[src/rtl/npu_window_pkg.sv]
// Shared types and helpers for the K x K sliding-window generator.
// Tap addressing, counter sizing and the fill/stream decode.
package npu_window_pkg;

  typedef enum logic {
    FILL,
    STREAM
  } win_state_e;

  function automatic int cnt_w(input int w);
    return (w > 1) ? $clog2(w) : 1;
  endfunction

  function automatic int tap_lsb(
    input int r,
    input int c,
    input int k,
    input int bd
  );
    return (r * k + c) * bd;
  endfunction

endpackage

[src/rtl/window_row_shift.sv]
// One window row: K-tap shift register, newest pixel at tap 0.
// Taps advance only when enabled.
module window_row_shift #(
  parameter int BIT_DEPTH = 8,
  parameter int K         = 3
) (
  input  logic                   clk,
  input  logic                   rst,
  input  logic                   en,
  input  logic [BIT_DEPTH-1:0]   din,
  output logic [K*BIT_DEPTH-1:0] taps
);

  // shift the row by one tap on enable
  always_ff @(posedge clk) begin
    if (rst) begin
      taps <= '0;
    end else if (en) begin
      taps <= {taps[(K-1)*BIT_DEPTH-1:0], din};
    end
  end

endmodule

[src/rtl/window_kxk_stream.sv]
// K x K sliding-window generator with valid/ready handshakes.
// Tracks the row column index and flags windows that lie in one row.
module window_kxk_stream
  import npu_window_pkg::*;
#(
  parameter int BIT_DEPTH = 8,
  parameter int K         = 3,
  parameter int IMG_WIDTH = 640
) (
  input  logic                          clk,
  input  logic                          rst,
  input  logic                          in_valid,
  output logic                          in_ready,
  input  logic [K*BIT_DEPTH-1:0]        in_col,
  input  logic                          in_sol,
  output logic                          win_valid,
  input  logic                          win_ready,
  output logic [K*K*BIT_DEPTH-1:0]      win_data,
  output logic [cnt_w(IMG_WIDTH)-1:0]   win_col,
  output logic                          win_last
);

  localparam int CNT_W = cnt_w(IMG_WIDTH);
  localparam logic [CNT_W-1:0] LAST_IDX = CNT_W'(IMG_WIDTH - 1);
  localparam logic [CNT_W-1:0] FULL_IDX = CNT_W'(K - 1);

  logic [CNT_W-1:0] col_cnt;
  logic [CNT_W-1:0] idx;
  logic             accept;
  logic             last_idx;
  win_state_e       state;

  assign in_ready = ~rst & (~win_valid | win_ready);
  assign accept   = in_valid & in_ready;

  // index of the incoming column and whether it completes a window
  always_comb begin
    idx      = in_sol ? '0 : col_cnt;
    last_idx = (idx == LAST_IDX);
    state    = FILL;
    if (idx >= FULL_IDX) begin
      state = STREAM;
    end
  end

  // row counter, window flags and window column tracking
  always_ff @(posedge clk) begin
    if (rst) begin
      col_cnt   <= '0;
      win_col   <= '0;
      win_valid <= 1'b0;
      win_last  <= 1'b0;
    end else if (accept) begin
      col_cnt   <= last_idx ? '0 : idx + CNT_W'(1);
      win_col   <= idx;
      win_valid <= (state == STREAM);
      win_last  <= last_idx;
    end else if (win_ready) begin
      win_valid <= 1'b0;
    end
  end

  for (genvar r = 0; r < K; r++) begin : g_row
    window_row_shift #(
      .BIT_DEPTH(BIT_DEPTH),
      .K        (K)
    ) u_row (
      .clk (clk),
      .rst (rst),
      .en  (accept),
      .din (in_col[r*BIT_DEPTH +: BIT_DEPTH]),
      .taps(win_data[tap_lsb(r, 0, K, BIT_DEPTH) +: K*BIT_DEPTH])
    );
  end

endmodule

[config.mk]
export PLATFORM = sky130hd
export DESIGN_NAME = window_kxk_stream
export DESIGN_NICKNAME = d
export VERILOG_FILES = /design/src/rtl/npu_window_pkg.sv /design/src/rtl/window_row_shift.sv /design/src/rtl/window_kxk_stream.sv
export SDC_FILE = /design/constraint.sdc
export NUM_CORES = 1
export LEC_CHECK = 0
export ABC_AREA = 1
export CORE_UTILIZATION = 46
export CTS_CLUSTER_DIAMETER = 60
export DETAILED_ROUTE_END_ITERATION = 7
export GPL_TIMING_DRIVEN = 0
export PLACE_DENSITY = 0.85
export RECOVER_POWER = 25
export SLEW_MARGIN = 40
export SYNTH_ARGS = -nofsm -noshare
export SYNTH_HDL_FRONTEND = slang
export SYNTH_SLANG_ARGS = --single-unit
[constraint.sdc]
create_clock -name clk -period 1.85 [get_ports clk]
set_input_delay 0.4625 -clock clk [delete_from_list [all_inputs] [get_ports clk]]
set_output_delay 0.4625 -clock clk [all_outputs]
set_load 0.005 [all_outputs]
==> metrics.md, run 1 <==
| Metric | Value |
|---|---|
| Antenna diode count | 0 |
| Fin crit share | 0.962 |
| Critical Path Start | g_row[1].u_row.taps[15]$_SDFFE_PP0P_ |
| Top cell type's share of synthesized area | 0.522 |
| Hold crit path type | input port to register |
| Critical path's slowest cell | clkdlybuf4s50_1 |
| Syn Nets | 470 |
| Register Area | 1880 um2 |
| Commonest cells after routing, fill and taps aside | clkdlybuf4s50_1, dfxtp_1, nand2_1 |
| Worst Tran Pin Value | 528 ps |
| Fraction of layout cells with a size suffix above 1 | 0.0879 |
| Dpl ws | -636 ps |
| GRT Overall Usage | 0.248 |
| Pwr Density | 816 nW/um2 |
| Mapped Area | 3600 um2 |
| Most common cell after layout, fill and taps aside | clkdlybuf4s50_1 |
| Global-route wire length before repair | 16000 um |
| DR vias | 3423 |
| Vias in the first global route | 3258 |
| Final Cell Area | 5040 um2 |
| Seq cells post-synth | 94 |
| Fin nets | 595 |
| Largest net degree at the start of global routing | 19 |
| Xor/xnor share of the synthesized area | 0.00972 |
| Site Rows | 31 |
| Die Width | 90.5 um |
| Sinks on Clock Net | 94 |
| WL/cell | 14.7 um |
| IO Port Bufs | 112 |
| WS Path Type | register to output port |
| Fmax | 562 MHz |
| Placer Congestion | 0.830 |
| Complex-gate fraction of the synthesized area | 0.144 |
| Fin. max-slew vios | 0 |
| Critical Path Max Stage Delay | 530 ps |
| Maximum vdd drop | 0.440 mV |
| Post-route ant nets | 0 |
| Lkg Pwr | 0.00199 uW |
| H-tree level count | 3 |
| Clk Latency, worst-skew pair | 370 ps |
| Endpoints failing setup | 0 |
| Syn Area/Cell | 8.21 um2 |
| Setup clock skew after layout | 9.37 ps |
| CTS tree | yes |
| Post-DP HPWL | 7370 um |
| Slew headroom | 0.648 |
| Crit path DAT | 1320 ps |
| Residual DRC count | 0 |
| Max clock buf depth | 2 |
| Main combinational cell family by area after synthesis | simple AND/OR/NAND/NOR gates |
| RSZ-0062 raised after global routing | false |
| Crit Path Max Fanout | 3 |
| Mux share of post-synthesis cell area | 0 |
| Clock slew at reported path FFs | 100 ps |
| Top post-synthesis cells by area | dfxtp_1, nand2_1, nand3_1, o21ai_0, a21oi_1 |
| CP Buf/Inv Count | 1 |
| Cell variety after synth | 27 |
| Initial DRC count | 154 |
| Dominant cell type by area after synthesis | dfxtp_1 |
| CP top delay family | buffers and inverters |
| Antenna violations before repair | 0 |
| Layout fillers | 600 |
| Post-Synth Simple-Gate Area | 0.220 |
| Crit path capture type | output port |
| Total Wirelength | 9850 um |
| Vias/cell | 5.12 |
| Minimum clock period | 1780 ps |
| Ports | 114 |
| Placed cell area | 4850 um2 |
| Seq/Total Area, Yosys | 0.522 |
| Multi-input logic area | 1370 um2 |
| Core area | 7410 um2 |
| Number of CTS-inserted buffers | 9 |
| Status | finished, final reports clean |
| Area Growth Syn to Fin | 40.0% |
| Setup TNS | 0 ps |
| Post-Synthesis Cells | 439 |
| Synthesized-area fraction occupied by adder cells | 0.00694 |
| Reg2reg start | col_cnt[1]$_SDFFE_PP0P_ |
| Critical Path Start Type | register |
| CP cell instances | clkdlybuf4s50_1 |
| Clock Tree Root | clkbuf_8 |
| Initial core utilization | 0.487 |
| Die Ht | 90.5 um |
| Worst EP required | 1390 ps |
| Number of max-cap violations | 0 |
| Synthesis Warnings | 0 |
| Final hold violations | 0 |
| Die ar. | 8190 um2 |
| Hold path startpoint | rst |
| Gr ovfl total | 0 |
| Fin worst setup slack | 69.4 ps |
| Pre-Repair DR Iteration Count | 4 |
cell usage after synthesis, drive strengths merged:
cell and count:
dfxtp 94, buf 20, ha 2, clkbuf 9, o32ai 1, xor2 2, nor3b 1, nor3 2
nand3 60, o21ai 57, nand4 2, nand2 93, inv 40, nor2 12, a21oi 42, xnor2 2
per-layer routing:
| metal | up-vias | wire length (um) | track usage |
|---|---|---|---|
| li1 | 1685 | - | - |
| met1 | 1592 | 4300 | 0.303 |
| met2 | 122 | 4850 | 0.436 |
| met3 | 24 | 437 | 0.0379 |
| met4 | 0 | 261 | 0.0995 |
| met5 | - | 0 | 0 |
path summary, 6_finish.rpt:
check | end | slack, ps | cells after the start
worst max-delay path | win_data[39] | 70 | 1
worst min-delay path | col_cnt[9]$_SDFFE_PP0P_ | 290 | 2
worst max register to register | col_cnt[5]$_SDFFE_PP0P_ | 200 | 10
worst min register to register | win_col[6]$_SDFFE_PP0P_ | 470 | 2
registers in the layout, indices dropped and copies added, names as in the netlist:
signal,count
win_valid,1
win_col,10
win_last,1
col_cnt,10
g_row.u_row.taps,72
layout make-up:
class,count,area share
Tap cell,99,0.0246
Sequential cell,94,0.373
Clock inverter,7,0.0179
Buffer,29,0.0340
Multi-Input combinational cell,276,0.272
Clock buffer,9,0.0246
Timing Repair Buffer,114,0.223
Inverter,40,0.0303
report_power, final:
group,internal (uW),switching (uW),leakage [uW]
logic,264,233,0.00113
registers,2110,56.7,0.000766
clock network,654,799,0.000101
cell families after synthesis:
logic type / after synthesis
compound gates: 100
simple gates: 170
flops: 94
xor+xnor: 4
buf+inv: 69
fa+ha+maj: 2
per-stage QoR:
step,power (uW),instances,hold slack [ps],util
global placement,2700,650,448,0.655
global route,4270,668,286,0.681
detailed placement,2720,650,456,0.655
CTS,4140,667,283,0.685
floorplan,2410,439,443,-
finish,4120,668,292,0.681
repair_timing:
item	CTS	global route
hold buffers	0	0
setup endpoints to repair	11	3
resized for setup	4	2
buffers inserted	1	1
hold endpoints to repair	0	0
pin swaps	0	2
No activity file was read; power rests on OpenSTA's default activity.
==> run 2, diff against run 1 <==
--- a/config.mk
+++ b/config.mk
@@ -12,6 +12,7 @@
 export GPL_TIMING_DRIVEN = 0
 export PLACE_DENSITY = 0.85
 export RECOVER_POWER = 25
+export SKIP_LAST_GASP = 1
 export SLEW_MARGIN = 40
 export SYNTH_ARGS = -nofsm -noshare
 export SYNTH_HDL_FRONTEND = slang
==> results of run 2 <==
Same layout as run 1: the final DEF is identical, and so are final timing and power.
Main changes from that run: via count of the first global-routing pass 3258 -> 3260
==> run 3, diff against run 2 <==
--- a/config.mk
+++ b/config.mk
@@ -6,8 +6,11 @@
 export NUM_CORES = 1
 export LEC_CHECK = 0
 export ABC_AREA = 1
-export CORE_UTILIZATION = 46
+export CELL_PAD_IN_SITES_DETAIL_PLACEMENT = 0
+export CELL_PAD_IN_SITES_GLOBAL_PLACEMENT = 1
+export CORE_UTILIZATION = 33
 export CTS_CLUSTER_DIAMETER = 60
+export CTS_CLUSTER_SIZE = 12
 export DETAILED_ROUTE_END_ITERATION = 7
 export GPL_TIMING_DRIVEN = 0
 export PLACE_DENSITY = 0.85
==> run 3 against run 2 <==
Compared with the run above:
- fmax is 2.0% higher
- critical endpoint is now g_row[0].u_row.taps[19]$_SDFFE_PP0P_
- final cell count increased by 5.7%
- sequential share of layout area shrank 0.24 points
- clock-buffer cell count rose by 1
- sequential cell count did not move
- hold slack got worse by 14 ps
- global-route usage fell by 6.0 points
- register-to-register slack gained 30 ps
- clock power is 14% lower
- via count decreased by 3.0%
- die area grew 38%
- power down 4.9%
==> metrics.md, run 3 (synthesis gave the netlist of run 1 again) <==
| Metric | Value |
|---|---|
| Fin crit share | 0.943 |
| CTS tree | yes |
| Worst r2r path cells | 10 |
| Commonest cells after routing, fill and taps aside | clkdlybuf4s50_1, dfxtp_1, nand2_1 |
| Reg2Reg Capture Point | col_cnt[5]$_SDFFE_PP0P_ |
| Ports | 114 |
| Largest regs | g_row.u_row.taps x72, col_cnt x10, win_col x10 |
| Site Rows | 37 |
| Crit path capture type | register |
| Antenna diode count | 0 |
| Hold crit path type | input port to register |
| Minimum clock period | 1750 ps |
| Post-route ant nets | 0 |
| Worst Hold Path EP | win_valid$_SDFFE_PP0P_ |
| Maximum vdd drop | 0.324 mV |
| Fmax | 573 MHz |
| Number of max-cap violations | 0 |
| WL/cell | 14.5 um |
| Clk Latency, worst-skew pair | 360 ps |
| Initial core utilization | 0.345 |
| Status | finished, final reports clean |
| Fin. max-slew vios | 0 |
| WS Path Type | input port to register |
| Crit Path Max Fanout | 10 |
| Core area | 10500 um2 |
| Fin nets | 596 |
| Hold path startpoint | rst |
| Vias in the first global route | 3267 |
| Post-DP HPWL | 7610 um |
| Lkg Pwr | 0.00198 uW |
| Slew headroom | 0.627 |
| Reg2reg setup slack | 230 ps |
| H-tree level count | 3 |
| Hold depth | 2 |
| Global-route wire length before repair | 16400 um |
| Clock slew at reported path FFs | 100 ps |
| GRT Overall Usage | 0.188 |
| IO Port Bufs | 112 |
| Worst Tran Pin Value | 560 ps |
| Clock Tree Root | clkbuf_8 |
| Number of CTS-inserted buffers | 9 |
| Crit path DAT | 2000 ps |
| Fraction of layout cells with a size suffix above 1 | 0.0877 |
| Die Ht | 107 um |
| Total Wirelength | 10300 um |
| Top reg by flops | g_row.u_row.taps |
| Initial DRC count | 104 |
| Gr ovfl total | 0 |
| Area Growth Syn to Fin | 41.0% |
| Design Power | 3920 uW |
| Critical Path Start Type | input port |
| Antenna violations before repair | 0 |
| Reg2reg start | col_cnt[1]$_SDFFE_PP0P_ |
| Pwr Density | 771 nW/um2 |
| Max reg flops | 72 |
| Sinks on Clock Net | 94 |
| Setup clock skew after layout | 14.9 ps |
| Pre-Repair DR Iteration Count | 4 |
| RSZ-0062 raised after global routing | false |
| Residual DRC count | 0 |
| Placer Congestion | 0.885 |
| Endpoints failing setup | 0 |
| Final hold violations | 0 |
| Vias/cell | 4.70 |
| Die ar. | 11300 um2 |
| Largest net degree at the start of global routing | 17 |
| Max clock buf depth | 2 |
| Most common cell after layout, fill and taps aside | clkdlybuf4s50_1 |
| Hold Slack | 277 ps |
| Worst EP required | 2100 ps |
| Die Width | 107 um |
| DR vias | 3320 |
[run 3: changes by cell type in the layout (fill, tap and decap cells not counted), moves of 2 or more]
cell      before  now
buf_6          7   10
clkbuf_2       9    3
buf_2          1    3
clkbuf_1       9   11
[run 3: report_power, final]
part / total [uW] / internal [uW] / switching [uW]
clock: 1240 / 496 / 748
sequential: 2170 / 2110 / 54.9
combinational: 506 / 268 / 237
[run 3: repair_timing]
item,in CTS,in global routing
endpoints found under the setup margin,11,7
buffers inserted,1,2
pin swaps,0,2
hold buffers,0,0
gates resized for setup,7,2
[run 3: critical path, cell delays in order]
cell and delay, ps:
clkdlybuf4s50_1 450, inv_1 70, a21oi_4 150, clkbuf_1 160
nand2_4 120, buf_6 180, clkbuf_2 240, nand3_1 110
nand2_1 50
[run 3: cell type report]
cell class	count	area, um2
well taps	136	170
clock inverters	6	45.0
flip-flops and latches	94	1880
multi-input cells	276	1380
inverters	40	153
plain buffers	29	193
repair buffers	115	1130
fillers	1083	5380
clock buffers	10	128
[run 3: worst max path at each step]
stage / start / endpoint / slack (ps) / depth (start not counted)
final: win_ready / g_row[0].u_row.taps[19]$_SDFFE_PP0P_ / 100 / 9
after global routing: in_sol / col_cnt[5]$_SDFFE_PP0P_ / 5 / 12
after CTS: win_ready / in_ready / 3 / 4
after detailed placement: in_sol / col_cnt[7]$_SDFFE_PP0P_ / -680 / 12
after global placement: in_sol / col_cnt[7]$_SDFFE_PP0P_ / -680 / 12
after floorplan: in_sol / col_cnt[3]$_SDFFE_PP0P_ / 120 / 11
[run 3: per-stage QoR]
stage / instances / setup TNS [ps] / utilization / instance area, um2 / setup slack [ps]
2_1_floorplan: 439 / 0 / - / 3600 / 122
3_3_place_gp: 687 / -8640 / 0.468 / 4900 / -681
3_5_place_dp: 687 / -10010 / 0.468 / 4900 / -675
4_1_cts: 704 / 0 / 0.486 / 5090 / 3.25
5_1_grt: 706 / 0 / 0.486 / 5080 / 5.43
6_report: 706 / 0 / 0.486 / 5080 / 105
[run 3: metal layers]
layer | up-vias | global-route usage | share of wire
met1 | 1555 | 0.237 | 0.45
met4 | 0 | 0.0548 | 0.0063
met3 | 6 | 0.0417 | 0.040
li1 | 1690 | - | -
met2 | 69 | 0.321 | 0.50
met5 | - | 0 | 0
